<file path="config.mk">
export PLATFORM = sky130hd
export DESIGN_NAME = v74x139_scan_flat
export DESIGN_NICKNAME = d
export VERILOG_FILES = /design/src/rtl/v74x139_scan_if.sv /design/src/rtl/v74x139_scan.sv /design/src/flat_wrapper.sv
export SDC_FILE = /design/constraint.sdc
export NUM_CORES = 1
export LEC_CHECK = 0
export ABC_CLOCK_PERIOD_IN_PS = 1500
export CAP_MARGIN = 10
export CELL_PAD_IN_SITES_DETAIL_PLACEMENT = 0
export CELL_PAD_IN_SITES_GLOBAL_PLACEMENT = 1
export CORE_AREA = 2 2 39 41
export DETAILED_ROUTE_END_ITERATION = 6
export DIE_AREA = 0 0 41 43
export PLACE_DENSITY_LB_ADDON = 0.3
export SETUP_SLACK_MARGIN = 0.1
export SLEW_MARGIN = 20
export SYNTH_ARGS = -nofsm -noshare
export SYNTH_HDL_FRONTEND = slang
export SYNTH_SLANG_ARGS = --single-unit
</file>
<file path="constraint.sdc">
create_clock -name CLK -period 1.5 [get_ports CLK]
set_input_delay 0.3 -clock CLK [delete_from_list [all_inputs] [get_ports CLK]]
set_output_delay 0.3 -clock CLK [all_outputs]
set_load 0.02 [all_outputs]
</file>
<file path="src/rtl/v74x139_scan_if.sv">
// ---------------------------------------------------------------------------
// v74x139_scan_if
//   Bus bundle for the clocked 2-to-4 style decoder with scan mode.
//
//   Signals:
//     G_L   enable, active-low (master -> slave)
//     MODE  0 = direct decode of SEL, 1 = auto scan (master -> slave)
//     SEL   index used in direct mode (master -> slave)
//     Y_L   decoded outputs, active-low, at most one low (slave -> master)
//     CUR   current index register (slave -> master)
//     WRAP  one-cycle pulse when the scan index wraps to 0 (slave -> master)
//
//   Modports:
//     master  the controller driving enable/mode/select
//     slave   the decoder itself
// ---------------------------------------------------------------------------
interface v74x139_scan_if #(
    parameter int unsigned SEL_W   = 2,
    parameter int unsigned NUM_OUT = 4
);
    logic               G_L;
    logic               MODE;
    logic [SEL_W-1:0]   SEL;
    logic [NUM_OUT-1:0] Y_L;
    logic [SEL_W-1:0]   CUR;
    logic               WRAP;

    modport master (
        output G_L,
        output MODE,
        output SEL,
        input  Y_L,
        input  CUR,
        input  WRAP
    );

    modport slave (
        input  G_L,
        input  MODE,
        input  SEL,
        output Y_L,
        output CUR,
        output WRAP
    );
endinterface

</file>
<file path="src/rtl/v74x139_scan.sv">
// ---------------------------------------------------------------------------
// v74x139_scan
//   Clocked, parametrised successor to the 2-to-4 active-low decoder.
//   An SEL_W-bit index is decoded into NUM_OUT active-low one-hot outputs,
//   gated by the active-low enable G_L (registered, one cycle of latency).
//
//   Direct mode (MODE=0): the index register loads SEL every cycle.
//   Scan mode   (MODE=1): a prescaler of DIV cycles steps the index
//                         round-robin through 0..NUM_OUT-1; WRAP pulses in
//                         the first cycle the index is back at 0.
//
//   Ports:
//     CLK    clock, rising edge
//     RST_L  asynchronous reset, active-low
//     bus    v74x139_scan_if.slave (G_L, MODE, SEL in; Y_L, CUR, WRAP out)
//
//   Every output is a function of registers only; there is no combinational
//   path from any input to any output.
// ---------------------------------------------------------------------------
module v74x139_scan #(
    parameter int unsigned SEL_W   = 2,
    parameter int unsigned NUM_OUT = 4,
    parameter int unsigned DIV     = 4
) (
    input  logic          CLK,
    input  logic          RST_L,
    v74x139_scan_if.slave bus
);

    // Prescaler is at least one bit wide so DIV=1 still has a legal register.
    localparam int unsigned PW = (DIV > 1) ? $clog2(DIV) : 1;

    localparam logic [PW-1:0]    PrescMax = PW'(DIV - 1);
    localparam logic [SEL_W-1:0] IdxLast  = SEL_W'(NUM_OUT - 1);

    logic [SEL_W-1:0] idx_q, idx_d;
    logic [PW-1:0]    presc_q, presc_d;
    logic             en_q, en_d;
    logic             wrap_q, wrap_d;
    logic             tick;

    // -----------------------------------------------------------------------
    // Next-state logic
    // -----------------------------------------------------------------------
    always_comb begin
        idx_d   = idx_q;
        presc_d = presc_q;
        wrap_d  = 1'b0;
        en_d    = ~bus.G_L;
        tick    = (presc_q == PrescMax);

        if (!bus.MODE) begin
            // Direct: load raw SEL, even if out of range; prescaler parked at 0
            // so a later switch to scan starts with a full dwell.
            idx_d   = bus.SEL;
            presc_d = '0;
        end else if (!bus.G_L) begin
            if (tick) begin
                presc_d = '0;
                // >= also pulls an out-of-range index (left over from direct
                // mode) back to 0 without flagging a wrap.
                idx_d   = (idx_q >= IdxLast) ? '0 : idx_q + SEL_W'(1);
                wrap_d  = (idx_q == IdxLast);
            end else begin
                presc_d = presc_q + PW'(1);
            end
        end
        // Scan with G_L high: idx/presc hold, wrap clears (default above).
    end

    // -----------------------------------------------------------------------
    // State
    // -----------------------------------------------------------------------
    always_ff @(posedge CLK or negedge RST_L) begin
        if (!RST_L) begin
            idx_q   <= '0;
            presc_q <= '0;
            en_q    <= 1'b0;
            wrap_q  <= 1'b0;
        end else begin
            idx_q   <= idx_d;
            presc_q <= presc_d;
            en_q    <= en_d;
            wrap_q  <= wrap_d;
        end
    end

    // -----------------------------------------------------------------------
    // Outputs: decoded purely from registers
    // -----------------------------------------------------------------------
    always_comb begin
        bus.Y_L = '1;
        for (int i = 0; i < int'(NUM_OUT); i++) begin
            if (en_q && (idx_q == SEL_W'(i))) begin
                bus.Y_L[i] = 1'b0;
            end
        end
    end

    assign bus.CUR  = idx_q;
    assign bus.WRAP = wrap_q;

endmodule

</file>
<file path="src/flat_wrapper.sv">
// flat-port wrapper written by rule: the top's interface ports become plain ports
module v74x139_scan_flat 
#(
    parameter int unsigned SEL_W   = 2,
    parameter int unsigned NUM_OUT = 4,
    parameter int unsigned DIV     = 4
)
  (CLK, RST_L, bus_G_L, bus_MODE, bus_SEL, bus_Y_L, bus_CUR, bus_WRAP);
  v74x139_scan_if #(.SEL_W(SEL_W), .NUM_OUT(NUM_OUT)) bus_i ();
  input  logic CLK;
  input  logic RST_L;
  input wire logic [$bits(bus_i.G_L)-1:0] bus_G_L;
  input wire logic [$bits(bus_i.MODE)-1:0] bus_MODE;
  input wire logic [$bits(bus_i.SEL)-1:0] bus_SEL;
  output wire logic [$bits(bus_i.Y_L)-1:0] bus_Y_L;
  output wire logic [$bits(bus_i.CUR)-1:0] bus_CUR;
  output wire logic [$bits(bus_i.WRAP)-1:0] bus_WRAP;
  assign bus_i.G_L = bus_G_L;
  assign bus_i.MODE = bus_MODE;
  assign bus_i.SEL = bus_SEL;
  assign bus_Y_L = bus_i.Y_L;
  assign bus_CUR = bus_i.CUR;
  assign bus_WRAP = bus_i.WRAP;
  v74x139_scan #(.SEL_W(SEL_W), .NUM_OUT(NUM_OUT), .DIV(DIV)) u_core (.CLK(CLK), .RST_L(RST_L), .bus(bus_i));
endmodule
</file>
==> results_dict.tcl, run 1 <==
set metrics [dict create \
    outcome "complete, no violations" \
    fmax_mhz 723 \
    drc 0 \
    track_usage_pct 9.27 \
    drt_pass1_iterations 2 \
    synth_top_cell_by_area "dfrtp_1" \
    die_area_sq_um 1760 \
    grt_pass1_wl_microns 1060 \
    slew_headroom_pct 81.0 \
    reg2reg_to "u_core.bus.CUR[0]" \
    cts_tree "done" \
    pwr-share-seq_pct 42.3 \
    timing.final.crit_period_ps 1380 \
    cts_made_buffers 3 \
    path_max_fanout 4 \
    io_pins 13 \
    cts-htree-levels 1 \
    hold_viol 0 \
    netSwitchingFraction_pct 26.8 \
    arrival_ps 1080 \
    ys_warn_count 0 \
    switchingPower_uw 116 \
    async_flop_share_pct 100 \
    synthTopCellsByArea "dfrtp_1 (45%), ha_1 (19%), mux2i_1 (9.0%), a21oi_1 (4.5%), nand2_1 (4.5%)" \
    skew_ps 2.37 \
    clock-sinks 6 \
    p_total_uw 435 \
    ant_nets 0 \
    reg2reg_from "u_core.bus.CUR[0]" \
    synth.distinct_cells 11 \
    gp_congestion 0.648 \
    num_rows 14 \
    port-buffer-count 12 \
    ys_seq_area_share_pct 44.9 \
    syn2layout_area_growth_pct 54.7 \
    synth_cells 32 \
    r2r_slack_ps 340 \
    cts_buffer_depth 2 \
    overflow 0 \
    p_int_uw 318 \
    power_leakage_uw 0.000251 \
    via_per_inst 4.14 \
    grt_pass1_vias 273 \
    holdWs_ps 305 \
    p_per_area_nw_per_um2 841 \
    core_area_sq_um 1380 \
    synth_nets 43 \
    post-cts-setup-buffers 0 \
    tightest_slew_ps 283 \
    rsz0062_at_grt "yes" \
    die-height_microns 43 \
    ys_seq_elements 6 \
    clock_latency_ps 240 \
    crit_required_ps 1200 \
    hold_path_class "in -> async" \
    die_w_microns 41 \
    crit_path_end_kind "output pin" \
    nNetsFinal 63 \
    pre_cts_ws_ps -115 \
    start_util_pct 24.1 \
    path_class "reg -> out" \
    post_drt_wl_per_cell_microns 9.74 \
    synth_top_area_share_pct 44.9 \
    cts_resized 27 \
    first_iter_violations 1 \
    num_vias 273 \
    synth-main-ff-cell "dfrtp_1" \
    ctsHoldBuffers 0 \
    ys_top_cells_by_count "dfrtp_1 (6), ha_1 (5), nand2_1 (4)" \
    netlist_area_sq_um 334 \
    syn_avg_cell_area_sq_um 10.4 \
    wl_microns 643 \
    maxCapViolCount 0 \
    synth-edff-count 0 \
    final_core_util_pct 37.3 \
    clockPowerShare_pct 33.2 \
    reg2reg_depth 5 \
    antenna_found_initial 0 \
    clk_pin_slew_ps 40 \
    grt_max_degree 8 \
    combPwrFrac_pct 24.5 \
    root_buffer "clkbuf_4" \
    worst_slack_ps 116 \
    n_antenna_cell 0 \
    setup_viol 0 \
    post-route-period-util_pct 92.2 \
    hpwlAfterDp_microns 538 \
    drive_gt1_share_pct 36.0 \
    cp-start-kind "flip-flop" \
    yosysMostFrequentCell "dfrtp_1" \
    critPathCapture "bus_Y_L[0]" \
    slew_violations 0 \
    ir_drop_v 0.000323 \
    startpoint "u_core.bus.CUR[0]" \
]
-- worst max-delay path, stage by stage, from the launching register on --
cell     delay, ps
dfrtp_1        410
inv_2           80
ha_2           160
nand2_1         60
buf_6          130
-- power groups by stage --
| stage | registers (uW) | logic, uW | clock network, uW |
|---|---|---|---|
| floorplan | 191 | 40.5 | 0 |
| global placement | 184 | 107 | 0 |
| detailed placement | 185 | 111 | 0 |
| CTS | 184 | 106 | 153 |
| global route | 184 | 120 | 158 |
| finish | 184 | 106 | 144 |
-- how the worst min path moves through the flow --
stage | endpoint | start | depth (start not counted)
2_1_floorplan | u_core.bus.CUR[0] | RST_L | 0
3_3_place_gp | u_core.presc_q[1] | u_core.presc_q[1] | 2
3_5_place_dp | u_core.presc_q[1] | u_core.presc_q[1] | 2
4_1_cts | u_core.en_q | RST_L | 1
5_1_grt | u_core.en_q | RST_L | 1
6_report | u_core.bus.WRAP | RST_L | 1
-- registers in the layout, indices dropped and copies added (netlist names) --
register and cells:
u_core.bus.CUR 2, u_core.presc_q 2, u_core.bus.WRAP 1, u_core.en_q 1
-- area by class of cell --
cell class                 instances  area (sq um)
fill                             150           867
multi-input combinational         23           178
sequential                         6           150
timing repair buffer              15           135
clock buffer                       3          22.5
tap                               16          20.0
inverter                           3          11.3
-- layer usage --
metal / up-vias / GRT usage [%] / routed length, microns
met3: 0 / 5.24 / 59
met1: 120 / 9.77 / 263
met2: 10 / 13.4 / 320
met5: - / 0 / 0
li1: 143 / - / -
met4: 0 / 6.00 / 0
-- kinds of logic (layout without fill, tap and decap cells) --
logic type,Yosys count,count (layout),synth area share [%]
adder cells (fa/ha/maj),5,5,18.7
AND/OR/NAND/NOR,12,12,19.5
AO/OA/AOI/OAI,3,3,4.49
flip-flops,6,6,44.9
buffers and inverters,3,21,3.37
multiplexers,3,3,8.99
-- per-stage QoR --
| step | TNS, ps | std cells | cell area [sq um] |
|---|---|---|---|
| after floorplan | 0 | 32 | 334 |
| after global placement | -239 | 63 | 497 |
| after detailed placement | -381 | 63 | 497 |
| after CTS | 0 | 66 | 507 |
| after global routing | 0 | 66 | 517 |
| final | 0 | 66 | 517 |
-- placed cells by master (no fill, tap or decap) --
cell type	synthesis	final
nor2b_4	1	1
nand2_1	4	4
clkdlybuf4s50_1	0	5
dfrtp_1	6	6
dlygate4sd2_1	0	1
ha_1	5	3
buf_6	0	2
inv_1	3	1
clkbuf_4	0	3
nor2b_1	2	2
nor3_1	1	1
ha_2	0	2
clkdlybuf4s15_2	0	1
buf_4	0	5
a21oi_1	3	3
and3_2	1	1
nor2_1	3	3
inv_2	0	2
mux2i_1	3	3
clkbuf_2	0	1
No activity file was read; power rests on OpenSTA's default activity.
==> inputs of run 2 (changes only) <==
Settings changed: GPL_ROUTABILITY_DRIVEN set to 1.
==> results of run 2 <==
The final DEF is identical to that of run 1; final timing and power are the same.
==> inputs of run 3 (changes only) <==
Settings changed: ABC_CLOCK_PERIOD_IN_PS 1500 to 1750, CAP_MARGIN 10 to unset.
Clock period 1.5 ns to 1.75 ns, I/O delays scaled along.
==> run 3 against run 2 <==
Against the previous run: worst setup slack improved by 54 ps; global-route usage fell by 0.19 points; via count rose by 0.73%; wire length fell by 6.2%; first-iteration DRC count rose by 100%; combinational power fell by 25%; register-to-register slack improved by 270 ps; power fell by 17%.
==> results_dict.tcl, run 3 (same netlist as run 1, synthesis figures left out) <==
set metrics [dict create \
    outcome "complete, no violations" \
    grt_max_degree 8 \
    fillCellCount 152 \
    num_rows 14 \
    syn2layout_area_growth_pct 47.9 \
    arrival_ps 1230 \
    place_area_sq_um 474 \
    cp_slowest_cell "dfrtp_1" \
    worst_slack_ps 170 \
    p_per_area_nw_per_um2 730 \
    slew_violations 0 \
    cp-start-kind "flip-flop" \
    core_area_sq_um 1380 \
    slew_headroom_pct 81.6 \
    power_leakage_uw 0.000241 \
    cp_top_family "flip-flops" \
    skew_ps 0.963 \
    nNetsFinal 61 \
    die-height_microns 43 \
    gp_congestion 0.654 \
    path_buf_inv 2 \
    crit_path_end_kind "output pin" \
    critPathMaxStageDelay_ps 410 \
    grt_pass1_vias 235 \
    die_area_sq_um 1760 \
    antenna_found_initial 0 \
    post_drt_wl_per_cell_microns 9.42 \
    hold_viol 0 \
    drt_pass1_iterations 2 \
    hold_path_class "in -> async" \
    crit_path_cell_trace "inv_1 -> ha_1 -> nand2_1 -> clkdlybuf4s15_2" \
    clock_latency_ps 240 \
    drc 0 \
    first_iter_violations 2 \
    crit_required_ps 1400 \
    post-route-period-util_pct 90.3 \
    fin_area_sq_um 494 \
    overflow 0 \
    clock-sinks 6 \
    layout_common_cells "clkdlybuf4s50_1 (6), dfrtp_1 (6), ha_1 (5), nand2_1 (4)" \
    cts_buffer_depth 2 \
    final_core_util_pct 35.7 \
    cts_tree "done" \
    grt_pass1_wl_microns 972 \
    p_total_uw 361 \
    ir_drop_v 0.000281 \
    setup_tns_ps 0 \
    timing.final.crit_period_ps 1580 \
    maxCapViolCount 0 \
    via_per_inst 4.30 \
    cts-htree-levels 1 \
    fmax_mhz 633 \
    start_util_pct 24.1 \
    ctsHoldBuffers 0 \
    pre_cts_ws_ps 40.1 \
    io_pins 13 \
    setup_viol 0 \
    die_w_microns 41 \
    port-buffer-count 12 \
    num_vias 275 \
    drive_gt1_share_pct 20.8 \
    path_max_fanout 5 \
    clk_pin_slew_ps 40 \
    track_usage_pct 9.08 \
    tightest_slew_ps 275 \
    path_class "reg -> out" \
    n_antenna_cell 0 \
    rsz0062_at_grt "no" \
    root_buffer "clkbuf_4" \
    cts_made_buffers 3 \
    wl_microns 603 \
    ant_nets 0 \
]
==> run 3: cell count changes in the layout (fill, tap and decap cells not counted), moves of 2 or more <==
cell	delta
buf_4	-4
buf_6	-2
inv_2	-2
inv_1	+2
ha_1	+2
ha_2	-2
==> run 3: area by class of cell <==
class / instances / area, sq um / area share [%]
Multi-Input combinational cell: 23 / 173 / 34.9
Inverter: 3 / 11.3 / 2.28
Sequential cell: 6 / 150 / 30.4
Clock buffer: 3 / 22.5 / 4.56
Timing Repair Buffer: 13 / 118 / 23.8
Tap cell: 16 / 20.0 / 4.05
==> run 3: metal layers <==
metal,part of all wire [%],vias to the layer above,track usage (%)
li1,-,139,-
met1,38,122,8.82
met3,12,0,7.85
met5,0,-,0
met2,50,14,12.2
met4,0,0,6.00
==> run 3: path summary, 6_finish.rpt <==
check	end	cells after the start	startpoint	slack [ps]
max	bus_Y_L[0]	4	u_core.bus.CUR[1]	170
min	u_core.en_q	1	RST_L	350
max reg2reg	u_core.bus.CUR[0]	4	u_core.presc_q[0]	610
min reg2reg	u_core.presc_q[1]	2	u_core.presc_q[1]	550
max in group asynchronous	u_core.bus.CUR[0]	1	RST_L	1190
min in group CLK	u_core.presc_q[1]	2	u_core.presc_q[1]	550
==> run 3: repair_timing <==
action                     in CTS  in global routing
gates resized for setup        12                  2
pin swaps                       0                  0
buffers inserted                0                  1
gates cloned                    0                  0
setup endpoints to repair       6                  4
==> run 3: power breakdown <==
group          internal (uW)  total, uW  switching [uW]
registers                148        157            8.40
clock network           77.4        125            47.3
logic                   37.9       79.3            41.4
total                    264        361            97.1
==> run 3: worst register-to-register path, stage by stage, from the launching register on <==
cell	delay, ps
dfrtp_1	360
ha_1	180
nor2b_4	190
mux2i_1	200
a21oi_1	80
==> run 3: per-stage QoR <==
step | instances | hold WS, ps
2_1_floorplan | 32 | 54.4
3_3_place_gp | 60 | 536
3_5_place_dp | 60 | 546
4_1_cts | 63 | 353
5_1_grt | 64 | 361
6_report | 64 | 349
